--- src/rtl/mem_port_arbiter_pkg.sv ---
// Shared types and constants for the I/D memory port arbiter.
package mem_arb_pkg;

    localparam int ARB_ADDRESS_WIDTH = 12;
    localparam int ARB_WIDTH         = 32;

    localparam logic OWNER_I = 1'b0;
    localparam logic OWNER_D = 1'b1;

    // One granted access waiting to drive the ram in the next cycle.
    typedef struct packed {
        logic                         valid;
        logic                         owner;
        logic                         we;
        logic [ARB_ADDRESS_WIDTH-1:0] addr;
        logic [ARB_WIDTH-1:0]         wdata;
    } issue_t;

endpackage

--- src/rtl/mem_port_arbiter_if.sv ---
// Core-side requesters plus ram-side port of the memory arbiter.
interface mem_port_arbiter_if #(
    parameter int ADDRESS_WIDTH = 12,
    parameter int WIDTH         = 32
);
    logic                     i_req;
    logic [ADDRESS_WIDTH-1:0] i_addr;
    logic                     i_gnt;
    logic                     i_rvalid;
    logic [WIDTH-1:0]         i_rdata;

    logic                     d_req;
    logic                     d_we;
    logic [ADDRESS_WIDTH-1:0] d_addr;
    logic [WIDTH-1:0]         d_wdata;
    logic                     d_gnt;
    logic                     d_rvalid;
    logic [WIDTH-1:0]         d_rdata;

    logic                     ram_we;
    logic [ADDRESS_WIDTH-1:0] ram_read_addr;
    logic [ADDRESS_WIDTH-1:0] ram_write_addr;
    logic [WIDTH-1:0]         ram_wdata;
    logic [WIDTH-1:0]         ram_rdata;

    // Core and ram side (drives requests and ram read data).
    modport master (
        output i_req, i_addr, d_req, d_we, d_addr, d_wdata, ram_rdata,
        input  i_gnt, i_rvalid, i_rdata, d_gnt, d_rvalid, d_rdata,
        input  ram_we, ram_read_addr, ram_write_addr, ram_wdata
    );

    // Arbiter side.
    modport slave (
        input  i_req, i_addr, d_req, d_we, d_addr, d_wdata, ram_rdata,
        output i_gnt, i_rvalid, i_rdata, d_gnt, d_rvalid, d_rdata,
        output ram_we, ram_read_addr, ram_write_addr, ram_wdata
    );
endinterface

--- src/rtl/mem_port_arbiter_pick.sv ---
// Combinational winner select: D by default, I when alone or starved.
module mem_arb_pick
    import mem_arb_pkg::*;
(
    input  logic i_req,
    input  logic d_req,
    input  logic starve,
    output logic i_gnt,
    output logic d_gnt,
    output logic owner
);

    // Single grant per cycle, only to a requester that is asking.
    always_comb begin
        i_gnt = 1'b0;
        d_gnt = 1'b0;
        owner = OWNER_D;
        if (i_req && (!d_req || starve)) begin
            i_gnt = 1'b1;
            owner = OWNER_I;
        end else if (d_req) begin
            d_gnt = 1'b1;
        end
    end

endmodule

--- src/rtl/mem_port_arbiter.sv ---
// Shares one ram between instruction fetch (I) and load/store (D):
// arbitrate in N, drive ram in N+1, return data in N+2.
module mem_port_arbiter
    import mem_arb_pkg::*;
#(
    parameter int ADDRESS_WIDTH = 12,
    parameter int WIDTH         = 32,
    parameter int STARVE_LIMIT  = 4
) (
    input  logic                 clk,
    input  logic                 rst,
    mem_port_arbiter_if.slave    bus
);

    logic [3:0]               starve_cnt;
    logic                     starve;
    logic                     i_gnt_w;
    logic                     d_gnt_w;
    logic                     owner_w;
    logic                     any_gnt;
    logic [ADDRESS_WIDTH-1:0] win_addr;

    issue_t                   iss;

    logic                     resp_valid;
    logic                     resp_owner;
    logic [WIDTH-1:0]         i_rdata_q;
    logic [WIDTH-1:0]         d_rdata_q;

    assign starve = (starve_cnt == 4'(STARVE_LIMIT));

    // Requests are masked while in reset so no grant can be issued.
    mem_arb_pick u_pick (
        .i_req  (bus.i_req & rst),
        .d_req  (bus.d_req & rst),
        .starve (starve),
        .i_gnt  (i_gnt_w),
        .d_gnt  (d_gnt_w),
        .owner  (owner_w)
    );

    assign any_gnt   = i_gnt_w | d_gnt_w;
    assign win_addr  = d_gnt_w ? bus.d_addr : bus.i_addr;
    assign bus.i_gnt = i_gnt_w;
    assign bus.d_gnt = d_gnt_w;

    // Count consecutive refused I cycles, saturating at the limit.
    always_ff @(posedge clk) begin
        if (!rst) begin
            starve_cnt <= '0;
        end else if (!bus.i_req || i_gnt_w) begin
            starve_cnt <= '0;
        end else if (!starve) begin
            starve_cnt <= starve_cnt + 4'd1;
        end
    end

    // Issue stage: capture the winner; payload holds across idle cycles.
    always_ff @(posedge clk) begin
        if (!rst) begin
            iss.valid <= 1'b0;
        end else begin
            iss.valid <= any_gnt;
            if (any_gnt) begin
                iss.owner <= owner_w;
                iss.we    <= d_gnt_w & bus.d_we;
                iss.addr  <= win_addr;
                iss.wdata <= bus.d_wdata;
            end
        end
    end

    assign bus.ram_we         = iss.valid & iss.we;
    assign bus.ram_read_addr  = iss.addr;
    assign bus.ram_write_addr = iss.addr;
    assign bus.ram_wdata      = iss.wdata;

    // Response stage: per-owner data registers so each rdata holds its last value.
    always_ff @(posedge clk) begin
        if (!rst) begin
            resp_valid <= 1'b0;
            i_rdata_q  <= '0;
            d_rdata_q  <= '0;
        end else begin
            resp_valid <= iss.valid;
            resp_owner <= iss.owner;
            if (iss.valid) begin
                if (iss.owner == OWNER_I) begin
                    i_rdata_q <= iss.we ? '0 : bus.ram_rdata;
                end else begin
                    d_rdata_q <= iss.we ? '0 : bus.ram_rdata;
                end
            end
        end
    end

    assign bus.i_rvalid = resp_valid & (resp_owner == OWNER_I);
    assign bus.d_rvalid = resp_valid & (resp_owner == OWNER_D);
    assign bus.i_rdata  = i_rdata_q;
    assign bus.d_rdata  = d_rdata_q;

endmodule

--- src/flat_wrapper.sv ---
// flat-port wrapper written by rule: the top's interface ports become plain ports
module mem_port_arbiter_flat import mem_arb_pkg::*;
#(
    parameter int ADDRESS_WIDTH = 12,
    parameter int WIDTH         = 32,
    parameter int STARVE_LIMIT  = 4
)
  (clk, rst, bus_i_req, bus_i_addr, bus_d_req, bus_d_we, bus_d_addr, bus_d_wdata, bus_ram_rdata, bus_i_gnt, bus_i_rvalid, bus_i_rdata, bus_d_gnt, bus_d_rvalid, bus_d_rdata, bus_ram_we, bus_ram_read_addr, bus_ram_write_addr, bus_ram_wdata);
  mem_port_arbiter_if #(.ADDRESS_WIDTH(ADDRESS_WIDTH), .WIDTH(WIDTH)) bus_i ();
  input  logic clk;
  input  logic rst;
  input wire logic [$bits(bus_i.i_req)-1:0] bus_i_req;
  input wire logic [$bits(bus_i.i_addr)-1:0] bus_i_addr;
  input wire logic [$bits(bus_i.d_req)-1:0] bus_d_req;
  input wire logic [$bits(bus_i.d_we)-1:0] bus_d_we;
  input wire logic [$bits(bus_i.d_addr)-1:0] bus_d_addr;
  input wire logic [$bits(bus_i.d_wdata)-1:0] bus_d_wdata;
  input wire logic [$bits(bus_i.ram_rdata)-1:0] bus_ram_rdata;
  output wire logic [$bits(bus_i.i_gnt)-1:0] bus_i_gnt;
  output wire logic [$bits(bus_i.i_rvalid)-1:0] bus_i_rvalid;
  output wire logic [$bits(bus_i.i_rdata)-1:0] bus_i_rdata;
  output wire logic [$bits(bus_i.d_gnt)-1:0] bus_d_gnt;
  output wire logic [$bits(bus_i.d_rvalid)-1:0] bus_d_rvalid;
  output wire logic [$bits(bus_i.d_rdata)-1:0] bus_d_rdata;
  output wire logic [$bits(bus_i.ram_we)-1:0] bus_ram_we;
  output wire logic [$bits(bus_i.ram_read_addr)-1:0] bus_ram_read_addr;
  output wire logic [$bits(bus_i.ram_write_addr)-1:0] bus_ram_write_addr;
  output wire logic [$bits(bus_i.ram_wdata)-1:0] bus_ram_wdata;
  assign bus_i.i_req = bus_i_req;
  assign bus_i.i_addr = bus_i_addr;
  assign bus_i.d_req = bus_d_req;
  assign bus_i.d_we = bus_d_we;
  assign bus_i.d_addr = bus_d_addr;
  assign bus_i.d_wdata = bus_d_wdata;
  assign bus_i.ram_rdata = bus_ram_rdata;
  assign bus_i_gnt = bus_i.i_gnt;
  assign bus_i_rvalid = bus_i.i_rvalid;
  assign bus_i_rdata = bus_i.i_rdata;
  assign bus_d_gnt = bus_i.d_gnt;
  assign bus_d_rvalid = bus_i.d_rvalid;
  assign bus_d_rdata = bus_i.d_rdata;
  assign bus_ram_we = bus_i.ram_we;
  assign bus_ram_read_addr = bus_i.ram_read_addr;
  assign bus_ram_write_addr = bus_i.ram_write_addr;
  assign bus_ram_wdata = bus_i.ram_wdata;
  mem_port_arbiter #(.ADDRESS_WIDTH(ADDRESS_WIDTH), .WIDTH(WIDTH), .STARVE_LIMIT(STARVE_LIMIT)) u_core (.clk(clk), .rst(rst), .bus(bus_i));
endmodule
--- config.mk ---
export PLATFORM = sky130hd
export DESIGN_NAME = mem_port_arbiter_flat
export DESIGN_NICKNAME = d
export VERILOG_FILES = /design/src/rtl/mem_port_arbiter_pkg.sv /design/src/rtl/mem_port_arbiter_if.sv /design/src/rtl/mem_port_arbiter_pick.sv /design/src/rtl/mem_port_arbiter.sv /design/src/flat_wrapper.sv
export SDC_FILE = /design/constraint.sdc
export NUM_CORES = 1
export LEC_CHECK = 0
export CORE_ASPECT_RATIO = 0.75
export CORE_MARGIN = 8
export CORE_UTILIZATION = 39
export CTS_BUF_LIST = sky130_fd_sc_hd__clkbuf_8
export DETAILED_ROUTE_END_ITERATION = 10
export HOLD_SLACK_MARGIN = 0.06
export PLACE_DENSITY = 0.79
export SLEW_MARGIN = 20
export SYNTH_ARGS = -nofsm -noshare
export SYNTH_HDL_FRONTEND = slang
export SYNTH_SLANG_ARGS = --single-unit
--- constraint.sdc ---
create_clock -name clk -period 2.09 [get_ports clk]
set_clock_uncertainty 0.2 [all_clocks]
set_input_delay 0.3135 -clock clk [delete_from_list [all_inputs] [get_ports clk]]
set_output_delay 0.3135 -clock clk [all_outputs]
set_load 0.01 [all_outputs]
==> results.py <==
metrics = {
    "cells_and_area": {
        "area_growth_syn_to_layout_pct": 48.98,
        "diodes": 0,
        "multi_input_area_um2": 1524,
        "final_area_um2": 7277,
        "fill_cells": 1011,
        "layout-drive-gt1-share_pct": 11.09,
        "seqCellArea_um2": 2816,
        "fin_nets": 731,
    },
    "clock_tree": {
        "clk_latency_ns": 0.41,
        "clockBufferDepth": 2,
        "clock-root-buffer": "clkbuf_8",
        "cts_tree": "yes",
        "clk_pin_slew_ns": 0.08,
        "numCtsBuffers": 17,
        "htree_levels": 4,
        "clkSinkCount": 117,
    },
    "timing": {
        "rsz0062_at_grt": "no",
        "slew_viol_final": 0,
        "slew_headroom_pct": 65.79,
        "worst_pin_slew_ns": 0.5131,
        "timing.final.crit_period_ns": 2.000,
        "setup_viol": 0,
        "finalSetupTns_ns": 0,
        "fmax_mhz": 500.1,
        "hold_violations": 0,
        "period_share_pct": 95.68,
    },
    "pwr": {
        "total_power_w": 0.005454,
        "p_seq_share_pct": 46.9,
        "p_int_w": 0.004147,
        "p_switching_w": 0.001308,
        "combPwrFrac_pct": 14.0,
        "power_leakage_nw": 2.590,
        "switching_share_pct": 23.98,
        "vdd_ir_drop_max_v": 0.0004688,
        "powerDensity_nw_per_um2": 749.5,
        "clock_power_share_pct": 39.2,
    },
    "hold_path": {
        "hold_path.class": "in -> reg",
        "hp-start": "bus_d_wdata[13]",
        "hold_path_end": "u_core.bus.ram_wdata[13]$_DFFE_PP_",
        "holdPathStages": 1,
    },
    "setup_path": {
        "r2r_setup_slack_ns": 0.22,
        "arrival_ns": 1.49,
        "required_ns": 1.58,
        "reg2reg_to": "u_core.bus.ram_read_addr[7]$_DFFE_PP_",
        "rr_worst_depth": 6,
        "worstSetupStartpointType": "register",
        "critical_path.max_fanout": 2,
        "cp-end-kind": "primary output",
        "startpoint": "u_core.resp_owner$_DFFE_PP_",
        "critPathKind": "reg -> out",
        "reg2reg_from": "u_core.starve_cnt[1]$_SDFFE_PP0P_",
    },
    "logic_synthesis": {
        "ys_seq_elements": 117,
        "synth_cell_types": 25,
        "synth.avg_cell_area_um2": 10.53,
        "yosysWarningCount": 0,
        "synthesis.nets": 559,
        "syn_inst": 464,
        "yosysSeqAreaShare_pct": 57.58,
        "synth.cell_area_um2": 4885,
    },
    "die": {
        "die_area_um2": 16400,
        "core-area_um2": 12260,
        "num_rows": 35,
        "die_w_um": 145.2,
        "die_h_um": 112.9,
        "pin_count": 218,
        "initial_utilization_pct": 39.84,
    },
    "detailed_routing": {
        "dr.pass1.iters": 6,
        "routed_wl_um": 13700,
        "vias": 3636,
        "drt_first_iter_violations": 117,
        "viasPerCell": 4.461,
        "drc_errors": 0,
        "antenna_left": 0,
        "wire_per_inst_um": 16.80,
    },
    "grt": {
        "grt_util_all_layers_pct": 16.49,
        "antenna_found_initial": 0,
        "grt_pass1_vias": 3842,
        "gr-total-overflow": 0,
        "grt_pass1_wl_um": 21180,
        "grt_max_degree": 63,
    },
    "placed_design": {
        "place_congestion": 0.7505,
        "numPortBuffers": 217,
        "dpl.hpwl_um": 10570,
        "postPlaceCellArea_um2": 6849,
    },
    "status": {
        "status": "finished, final reports clean",
    },
    "run": {
        "max_cap_violations": 0,
    },
}
routing by layer:
metal | global-route usage (%) | up-vias | routed length, um
li1 | - | 1805 | -
met1 | 17.52 | 1706 | 5449
met2 | 30.53 | 107 | 7358
met3 | 4.944 | 18 | 682
met4 | 6.017 | 0 | 204
met5 | 0 | - | 0
repair_timing:
item	4_1_cts	5_1_grt
hold buffers	1	0
resized for setup	11	1
setup buffers	1	0
endpoints found under the setup margin	2	1
hold endpoints to repair	1	0
worst max-delay path, stage by stage, from the launching register on:
cell and delay (ns):
edfxtp_1 0.39, nor2b_1 0.12, clkdlybuf4s50_1 0.57
layout make-up:
class / count / area share [%]
Multi-Input combinational cell: 262 / 20.94
Sequential cell: 117 / 38.70
Timing Repair Buffer: 234 / 31.60
Tap cell: 166 / 2.854
Inverter: 4 / 0.2063
Clock buffer: 17 / 3.215
Clock inverter: 15 / 2.476
through the flow:
step | std cells | hold WS, ns | util [%] | worst slack [ns]
finish | 815 | 0.2442 | 59.35 | 0.09027
global route | 815 | 0.2091 | 59.35 | 0.01260
CTS | 815 | 0.2099 | 59.34 | 0.02229
detailed placement | 781 | 0.2562 | 55.86 | -0.04829
global placement | 781 | 0.2383 | 55.86 | -0.04161
floorplan | 464 | 0.2124 | - | 0.2806
power by group through the flow:
stage | clock [W] | sequential (W) | combinational, W
after floorplan | 0 | 0.00261 | 0.000353
after global placement | 0 | 0.00260 | 0.000752
after detailed placement | 0 | 0.00261 | 0.000767
after CTS | 0.00220 | 0.00256 | 0.000772
after global routing | 0.00230 | 0.00257 | 0.000810
final | 0.00214 | 0.00256 | 0.000761
registers in the layout, indices dropped and copies added, names as in the netlist:
register	count
u_core.bus.i_rdata	32
u_core.bus.ram_wdata	32
u_core.iss	3
u_core.resp_owner	1
u_core.starve_cnt	4
u_core.resp_valid	1
u_core.bus.d_rdata	32
u_core.bus.ram_read_addr	12
cell families after synthesis:
group	after synthesis	share of synthesized area [%]
AO/OA/AOI/OAI	67	10.50
buffers and inverters	85	11.35
adder cells (fa/ha/maj)	2	0.5122
multiplexers	12	3.381
XOR/XNOR	2	0.3587
flip-flops	117	57.58
AND/OR/NAND/NOR	179	16.32
worst max path at each step:
stage / endpoint / slack [ns]
after floorplan: u_core.bus.ram_read_addr[0]$_DFFE_PP_ / 0.28
after global placement: bus_d_gnt / -0.04
after detailed placement: bus_d_gnt / -0.05
after CTS: bus_ram_we / 0.02
after global routing: bus_d_gnt / 0.01
final: bus_i_rvalid / 0.09
synthesized netlist by cell type (all sizes together):
library cell  instances  share of area (%)
nor2b                34                4.4
and2                  5               0.67
dfxtp                70                 29
mux2                 12                3.4
and3                  1               0.13
o211a                 1               0.36
xnor2                 1               0.18
a21boi               64                9.8
nand4                 1               0.13
o21a                  2               0.31
inv                   4               0.31
nand3                 2               0.20
nor2                  4               0.31
xor2                  1               0.18
clkbuf               17                1.3
nand2b                1               0.13
buf                  64                9.7
edfxtp               47                 29
ha                    2               0.51
nand3b                1               0.41
nand2               130                 10
cell usage in the layout (no fill, tap or decap), types with 2 or more instances in the layout:
cell             count
clkinvlp_4           3
a21boi_0            64
clkinv_4             4
inv_1                4
clkdlybuf4s50_1    214
buf_2                3
nor2_1               4
buf_4               15
bufinv_16            3
mux2_2               4
nand3_1              2
edfxtp_1            47
and2_1               4
dfxtp_2              3
inv_6                2
clkinv_2             3
nand2_1            130
nor2b_1             33
mux2_4               8
clkbuf_8            17
dfxtp_1             67
Note: power is estimated with default switching activity, not from simulation.
